==> src/rtl/rsa_ctrl_pkg.sv <==
`default_nettype none
// ============================================================================
// Module      : rsa_ctrl_pkg
// Description : Shared types and sizing helpers for the RSA sequencer
//               (FSM state encoding, feed/result lengths, width helper).
// Revision    : 1.0 - initial release
// ============================================================================
package rsa_ctrl_pkg;

    // Sequencer states, explicit 2-bit encoding
    typedef enum logic [1:0] {
        ST_IDLE  = 2'd0,
        ST_FEED  = 2'd1,
        ST_DRAIN = 2'd2,
        ST_DONE  = 2'd3
    } state_t;

    // Default array geometry
    localparam int C_X_DEF = 3;
    localparam int C_N_DEF = 3;
    localparam int C_Y_DEF = 3;

    // Number of feed beats: the longer operand sets the feed length
    function automatic int fn_feed_len(input int x, input int n, input int y);
        return ((x > y) ? x : y) * n;
    endfunction

    // Number of results produced by one multiply
    function automatic int fn_res_num(input int x, input int y);
        return x * y;
    endfunction

    // Bits needed to hold the value v itself (minimum 1)
    function automatic int fn_width(input int v);
        int w;
        w = 1;
        for (int i = 1; i < 31; i++) begin
            if (v >= (1 << i)) w = i + 1;
        end
        return w;
    endfunction

    localparam int FEED_LEN = fn_feed_len(C_X_DEF, C_N_DEF, C_Y_DEF);
    localparam int RES_NUM  = fn_res_num(C_X_DEF, C_Y_DEF);

endpackage
`default_nettype wire

==> src/rtl/rsa_feed_gen.sv <==
`default_nettype none
// ============================================================================
// Module      : rsa_feed_gen
// Description : Feed counter, X/Y operand buffer address generation, read
//               enables and one-cycle valid/data alignment toward the RSA.
// Revision    : 1.0 - initial release
// ============================================================================
module rsa_feed_gen
    import rsa_ctrl_pkg::*;
#(
    parameter int X      = 3,
    parameter int N      = 3,
    parameter int Y      = 3,
    parameter int IN_LEN = 4,
    parameter int BUF_AW = 4
) (
    input  logic              clk,
    input  logic              sys_rst_n,
    input  logic              load,
    input  logic              active,
    input  logic [BUF_AW-1:0] base_x,
    input  logic [BUF_AW-1:0] base_y,
    output logic              last,
    output logic              pipe_busy,
    output logic              xbuf_rd_en,
    output logic [BUF_AW-1:0] xbuf_rd_addr,
    input  logic [IN_LEN-1:0] xbuf_rd_data,
    output logic              ybuf_rd_en,
    output logic [BUF_AW-1:0] ybuf_rd_addr,
    input  logic [IN_LEN-1:0] ybuf_rd_data,
    output logic              Xin_val,
    output logic [IN_LEN-1:0] Xin_data,
    output logic              Yin_val,
    output logic [IN_LEN-1:0] Yin_data
);

    localparam int C_FEED_LEN = fn_feed_len(X, N, Y);
    localparam int C_X_LEN    = X * N;
    localparam int C_Y_LEN    = Y * N;
    localparam int C_CW       = fn_width(C_FEED_LEN);

    logic [C_CW-1:0]   r_cnt;
    logic [BUF_AW-1:0] r_base_x;
    logic [BUF_AW-1:0] r_base_y;
    logic              r_x_rd_en;
    logic              r_y_rd_en;
    logic [BUF_AW-1:0] r_x_addr;
    logic [BUF_AW-1:0] r_y_addr;
    logic              r_xin_val;
    logic              r_yin_val;
    logic              w_x_req;
    logic              w_y_req;

    assign last    = active && (r_cnt == C_CW'(C_FEED_LEN - 1));
    assign w_x_req = active && (r_cnt < C_CW'(C_X_LEN));
    assign w_y_req = active && (r_cnt < C_CW'(C_Y_LEN));

    // Feed counter and base latch: cleared/captured at command accept
    always_ff @(posedge clk or negedge sys_rst_n) begin
        if (!sys_rst_n) begin
            r_cnt    <= '0;
            r_base_x <= '0;
            r_base_y <= '0;
        end else if (load) begin
            r_cnt    <= '0;
            r_base_x <= base_x;
            r_base_y <= base_y;
        end else if (active && !last) begin
            r_cnt <= r_cnt + C_CW'(1);
        end
    end

    // Registered read requests; addresses wrap naturally at 2**BUF_AW
    always_ff @(posedge clk or negedge sys_rst_n) begin
        if (!sys_rst_n) begin
            r_x_rd_en <= 1'b0;
            r_y_rd_en <= 1'b0;
            r_x_addr  <= '0;
            r_y_addr  <= '0;
        end else begin
            r_x_rd_en <= w_x_req;
            r_y_rd_en <= w_y_req;
            if (w_x_req) r_x_addr <= r_base_x + BUF_AW'(r_cnt);
            if (w_y_req) r_y_addr <= r_base_y + BUF_AW'(r_cnt);
        end
    end

    // Valids trail the read enables by the buffer's one-cycle read latency
    always_ff @(posedge clk or negedge sys_rst_n) begin
        if (!sys_rst_n) begin
            r_xin_val <= 1'b0;
            r_yin_val <= 1'b0;
        end else begin
            r_xin_val <= r_x_rd_en;
            r_yin_val <= r_y_rd_en;
        end
    end

    assign xbuf_rd_en   = r_x_rd_en;
    assign xbuf_rd_addr = r_x_addr;
    assign ybuf_rd_en   = r_y_rd_en;
    assign ybuf_rd_addr = r_y_addr;
    assign Xin_val      = r_xin_val;
    assign Yin_val      = r_yin_val;
    assign Xin_data     = r_xin_val ? xbuf_rd_data : '0;
    assign Yin_data     = r_yin_val ? ybuf_rd_data : '0;
    assign pipe_busy    = r_x_rd_en | r_y_rd_en | r_xin_val | r_yin_val;

endmodule
`default_nettype wire

==> src/rtl/rsa_seq_ctrl.sv <==
`default_nettype none
// ============================================================================
// Module      : rsa_seq_ctrl
// Description : Command sequencer for the RSA systolic array: streams X/Y
//               operands from the operand buffers, collects and indexes the
//               results, and pulses done on completion.
//               Optional macro RSA_CTRL_PERF_EN adds a perf_cycles counter.
// Revision    : 1.0 - initial release
// ============================================================================
module rsa_seq_ctrl
    import rsa_ctrl_pkg::*;
#(
    parameter int X       = 3,
    parameter int N       = 3,
    parameter int Y       = 3,
    parameter int IN_LEN  = 4,
    parameter int OUT_LEN = 8,
    parameter int BUF_AW  = 4,
    parameter int RES_AW  = 4
) (
    input  logic               clk,
    input  logic               sys_rst_n,
    input  logic               start_val,
    output logic               start_rdy,
    input  logic [BUF_AW-1:0]  base_x,
    input  logic [BUF_AW-1:0]  base_y,
    output logic               xbuf_rd_en,
    output logic [BUF_AW-1:0]  xbuf_rd_addr,
    input  logic [IN_LEN-1:0]  xbuf_rd_data,
    output logic               ybuf_rd_en,
    output logic [BUF_AW-1:0]  ybuf_rd_addr,
    input  logic [IN_LEN-1:0]  ybuf_rd_data,
    output logic               Xin_val,
    output logic [IN_LEN-1:0]  Xin_data,
    output logic               Yin_val,
    output logic [IN_LEN-1:0]  Yin_data,
    input  logic               out_val,
    input  logic [OUT_LEN-1:0] out_data,
    output logic               res_val,
    output logic [OUT_LEN-1:0] res_data,
    output logic [RES_AW-1:0]  res_idx,
    output logic               busy,
    output logic               done,
    output logic               stray_err
`ifdef RSA_CTRL_PERF_EN
    ,
    output logic [15:0]        perf_cycles
`endif
);

    localparam int C_RES_NUM = fn_res_num(X, Y);
    localparam int C_RCW     = fn_width(C_RES_NUM);

    state_t             r_state;
    logic [C_RCW-1:0]   r_res_cnt;
    logic               r_res_val;
    logic [OUT_LEN-1:0] r_res_data;
    logic [RES_AW-1:0]  r_res_idx;
    logic               r_stray;
    logic               w_accept;
    logic               w_feed_last;
    logic               w_pipe_busy;
    logic               w_res_all;
    logic               w_window;
    logic               w_res_take;
    logic               w_stray;

    assign start_rdy  = (r_state == ST_IDLE);
    assign busy       = (r_state == ST_FEED) || (r_state == ST_DRAIN);
    assign done       = (r_state == ST_DONE);
    assign w_accept   = start_val && start_rdy;
    assign w_window   = busy;
    assign w_res_all  = (r_res_cnt == C_RCW'(C_RES_NUM));
    assign w_res_take = w_window && out_val && !w_res_all;
    assign w_stray    = out_val && ((r_state == ST_IDLE) || (r_state == ST_DONE));

    rsa_feed_gen #(
        .X      (X),
        .N      (N),
        .Y      (Y),
        .IN_LEN (IN_LEN),
        .BUF_AW (BUF_AW)
    ) u_feed (
        .clk          (clk),
        .sys_rst_n    (sys_rst_n),
        .load         (w_accept),
        .active       (r_state == ST_FEED),
        .base_x       (base_x),
        .base_y       (base_y),
        .last         (w_feed_last),
        .pipe_busy    (w_pipe_busy),
        .xbuf_rd_en   (xbuf_rd_en),
        .xbuf_rd_addr (xbuf_rd_addr),
        .xbuf_rd_data (xbuf_rd_data),
        .ybuf_rd_en   (ybuf_rd_en),
        .ybuf_rd_addr (ybuf_rd_addr),
        .ybuf_rd_data (ybuf_rd_data),
        .Xin_val      (Xin_val),
        .Xin_data     (Xin_data),
        .Yin_val      (Yin_val),
        .Yin_data     (Yin_data)
    );

    // Command FSM: DRAIN waits for every result and an empty operand pipe
    always_ff @(posedge clk or negedge sys_rst_n) begin
        if (!sys_rst_n) begin
            r_state <= ST_IDLE;
        end else begin
            case (r_state)
                ST_IDLE:  if (w_accept) r_state <= ST_FEED;
                ST_FEED:  if (w_feed_last) r_state <= w_res_all ? ST_DONE : ST_DRAIN;
                ST_DRAIN: if (w_res_all && !w_pipe_busy) r_state <= ST_DONE;
                ST_DONE:  r_state <= ST_IDLE;
                default:  r_state <= ST_IDLE;
            endcase
        end
    end

    // Result capture: register and index results, dropping any beyond X*Y
    always_ff @(posedge clk or negedge sys_rst_n) begin
        if (!sys_rst_n) begin
            r_res_cnt  <= '0;
            r_res_val  <= 1'b0;
            r_res_data <= '0;
            r_res_idx  <= '0;
        end else begin
            r_res_val <= w_res_take;
            if (w_accept) begin
                r_res_cnt <= '0;
            end else if (w_res_take) begin
                r_res_cnt <= r_res_cnt + C_RCW'(1);
            end
            if (w_res_take) begin
                r_res_data <= out_data;
                r_res_idx  <= RES_AW'(r_res_cnt);
            end
        end
    end

    // Sticky stray-result flag, cleared when the next command is accepted
    always_ff @(posedge clk or negedge sys_rst_n) begin
        if (!sys_rst_n) begin
            r_stray <= 1'b0;
        end else begin
            r_stray <= (w_accept ? 1'b0 : r_stray) | w_stray;
        end
    end

    assign res_val   = r_res_val;
    assign res_data  = r_res_data;
    assign res_idx   = r_res_idx;
    assign stray_err = r_stray;

`ifdef RSA_CTRL_PERF_EN
    logic [15:0] r_perf;

    // Busy-cycle counter, saturating, held after done until next accept
    always_ff @(posedge clk or negedge sys_rst_n) begin
        if (!sys_rst_n) begin
            r_perf <= 16'd0;
        end else if (w_accept) begin
            r_perf <= 16'd0;
        end else if (busy && (r_perf != 16'hFFFF)) begin
            r_perf <= r_perf + 16'd1;
        end
    end

    assign perf_cycles = r_perf;
`endif

endmodule
`default_nettype wire

==> config.mk <==
export PLATFORM = sky130hd
export DESIGN_NAME = rsa_seq_ctrl
export DESIGN_NICKNAME = d
export VERILOG_FILES = /design/src/rtl/rsa_ctrl_pkg.sv /design/src/rtl/rsa_feed_gen.sv /design/src/rtl/rsa_seq_ctrl.sv
export SDC_FILE = /design/constraint.sdc
export NUM_CORES = 1
export LEC_CHECK = 0
export ABC_AREA = 1
export BUFFER_PORTS_ARGS = -buffer_cell sky130_fd_sc_hd__clkbuf_2
export CORE_AREA = 2 2 73 75
export CTS_CLUSTER_DIAMETER = 120
export CTS_CLUSTER_SIZE = 40
export DETAILED_ROUTE_END_ITERATION = 6
export DIE_AREA = 0 0 75 77
export PLACE_DENSITY = 0.82
export SETUP_SLACK_MARGIN = 0.15
export SLEW_MARGIN = 40
export SYNTH_ARGS = -nofsm -noshare
export SYNTH_HDL_FRONTEND = slang
export SYNTH_HIERARCHICAL = 1
export SYNTH_SLANG_ARGS = --single-unit
==> constraint.sdc <==
create_clock -name clk -period 1.5 [get_ports clk]
set_clock_uncertainty 0.1 [all_clocks]
set_input_delay 0.45 -clock clk [delete_from_list [all_inputs] [get_ports clk]]
set_output_delay 0.45 -clock clk [all_outputs]
set_load 0.005 [all_outputs]
==> out/qor.csv <==
stage;metric;value;unit
setup_path;CP required;950;ps
timing;Final WS setup;-195.9;ps
drt;Pre-Repair DR Iteration Count;4;
logic_synthesis;Avg Cell Area, Syn;8.327;um^2
logic_synthesis;Post-Syn Area;2223;um^2
outcome;failing checks;negative setup slack;
logic_synthesis;Post-Syn Instances;267;
timing;final hold vios;0;
drt;Routed Wire Length;6875;um
cells_and_area;Post-Layout Cell Count;454;
drt;ANT nets after route;0;
setup_path;Worst Reg2Reg Path Length in Cells;8;
drt;routed wire length per instance;15.14;um
logic_synthesis;Post-synth ARST share;100.0;%
clocking;TritonCTS clock tree;yes;
timing;Period minus WS final;1696;ps
timing;worst hold margin;238.9;ps
logic_synthesis;mux contribution to synthesized area;0;%
place;DPL Wire Length;3778;um
global_routing;M2 GR Usage;38.68;%
power;Power Total;7.943;mW
floorplanning;FP Rows;26;
global_routing;GR Util met3;3.811;%
logic_synthesis;Post-Synth Adder-Cell Area;10.24;%
drt;via count;2201;
logic_synthesis;combinational family with the most area after synthesis;simple AND/OR/NAND/NOR gates;
power;VDD IR max;1.190;mV
clocking;# H-tree levels;2;
power;pwr dens;2210;nW/um^2
drt;Vias per Instance;4.848;
logic_synthesis;Synth Area in Compound Gates;5.290;%
place;number of port buffers;64;
setup_path;nature of the critical path startpoint;flop;
floorplanning;Die Wd;75;um
logic_synthesis;simple-gate area share of the yosys netlist;27.80;%
timing;FMAX;589.7;MHz
logic_synthesis;Synth Flop Type;dfrtp_1;
timing;Final setup viols;39;
cells_and_area;post-route cell area;3595;um^2
logic_synthesis;Seq cells post-synth;42;
setup_path;Worst setup EP type;primary output;
logic_synthesis;Synth area leaders;dfrtp_1 47%, nand2_1 19%, ha_1 8.4%;
clocking;Max clock buf depth;2;
timing;max-slew violations;0;
cells_and_area;Area growth syn-to-layout;61.68;%
logic_synthesis;cell accounting for the most synthesized area;dfrtp_1;
timing;worst-margin pin slew;406.5;ps
logic_synthesis;syn_nets;312;
cells_and_area;layout filler cell count;343;
clocking;clock sinks;42;
drt;DRC;0;
cells_and_area;# diodes;0;
global_routing;largest net degree at the start of global routing;34;
global_routing;first-pass GRT wire length;9825;um
floorplanning;core area;4977;um^2
timing;Slew HR;72.90;%
place;placed cell count;406;
worst_hold_path;hold path depth;3;
cells_and_area;share of layout cells above drive strength 1;56.25;%
place;post-place instance area;2765;um^2
global_routing;grt ovf;0;
floorplanning;Die Ht;77;um
setup_path;crit path kind;reg2out;
global_routing;number of global-route vias before repair;2127;
drt;iteration-0 DRC count of the detailed router;116;
setup_path;crit path max fanout;3;
cells_and_area;nets;428;
clocking;Root Driver;clkbuf_8;
timing;RSZ-0062 raised after global routing;true;
logic_synthesis;EDFF count, synth;0;
global_routing;GR Layer Usage met1;26.66;%
floorplanning;Starting Density;44.67;%
worst_hold_path;Hold WC Path Type;in2reg;
logic_synthesis;Synth warnings;6;
global_routing;gr busiest metal;met2;
clocking;clock-pin slew on the worst setup and hold paths;80;ps
clocking;CTS Buf Count;5;
logic_synthesis;post-synth top area share;47.27;%
place;gpl congestion;0.8461;
logic_synthesis;Post-Synth XOR/XNOR Area;1.182;%
timing;setup TNS;-4038;ps
logic_synthesis;most frequent cells after synthesis;114 x nand2_1, 42 x dfrtp_1, 29 x inv_1, 16 x nand3_1, 15 x ha_1;
setup_path;arrival time worst endpoint;1150;ps
cells_and_area;Final Util;72.22;%
floorplanning;Total Die Area;5775;um^2
outcome;status;finished with violations;
logic_synthesis;sequential share of the synthesized area;47.27;%
clocking;Skew-Pair Late Insertion Delay;300;ps
global_routing;Tot GR Track Use;22.42;%
timing;final worst-path cycle share;113.1;%
global_routing;initial antenna violation count;0;
logic_synthesis;Synth cell types;24;
logic_synthesis;most numerous cell in the Yosys netlist;nand2_1;
floorplanning;Top Ports;65;
power;Leak Pwr;1.978;nW
run;Max-Cap Viols;0;
place;Placement Setup Slack;-12.50;ps
## layout make-up
type	instances	area, um^2	share of cell area, %
clock buffers	8	110.1	3.063
inverters	31	141.4	3.933
multi-input cells	185	1318	36.65
flip-flops and latches	42	1056	29.38
well taps	70	87.58	2.436
repair buffers	118	882.1	24.54
## power by group
group	total [mW]	switching (mW)	internal (mW)
Clock	0.878	0.412	0.465
Combinational	4.97	2.43	2.54
Sequential	2.10	0.449	1.65
Total	7.94	3.29	4.65
## worst paths after layout
check                                        to         startpoint  slack (ps)
worst min-delay path                res_data[1]        out_data[1]         240
min in group asynchronous       u_feed/r_cnt[3]          sys_rst_n         470
worst min register to register   u_feed/Yin_val  u_feed/ybuf_rd_en         360
max in group asynchronous        u_feed/Yin_val          sys_rst_n         350
worst max register to register      res_data[2]         r_state[0]        -160
worst max-delay path                       busy         r_state[0]        -200
## state kept, by name (all words and copies together) (netlist names)
signal	count
r_res_cnt	4
r_state	2
res_data	8
res_idx	4
res_val	1
stray_err	1
u_feed/Yin_val	1
u_feed/r_base_x	4
u_feed/r_base_y	4
u_feed/r_cnt	4
u_feed/xbuf_rd_addr	4
u_feed/ybuf_rd_addr	4
u_feed/ybuf_rd_en	1
## repair_timing
action	CTS	global route
resized for setup	56	66
hold endpoints to repair	9	0
hold buffers	1	0
cloned	0	0
pin swaps	17	18
buffers inserted	31	8
setup endpoints to repair	70	77
## critical path, cell delays in order (launching register included)
cell and delay (ps):
dfrtp_1 420, inv_2 100, ha_4 210, buf_6 110
## routing by layer
layer	vias up	wire length, um	share of wire [%]
met1	1060	2746	40
li1	1055	-	-
met4	0	239	3.5
met3	20	251	3.7
met2	66	3638	53
met5	-	0	0
## cell families after synthesis
family / Yosys count
AO/OA/AOI/OAI: 17
XOR/XNOR: 3
adder cells (fa/ha/maj): 17
buffers and inverters: 40
flip-flops: 42
AND/OR/NAND/NOR: 148
## placed cells by master, fill, tap and decap left out, drive strengths merged
cell / count
nand2: 118
clkbuf: 63
buf: 62
dfrtp: 42
inv: 30
nand3: 16
ha: 15
o21ai: 13
nor2: 7
nand4: 4
or2: 3
a21oi: 3
xnor2: 2
fa: 2
o21bai: 1
xor2: 1
dlygate4sd3: 1
clkinv: 1
Note: power is estimated with default switching activity, not from simulation.
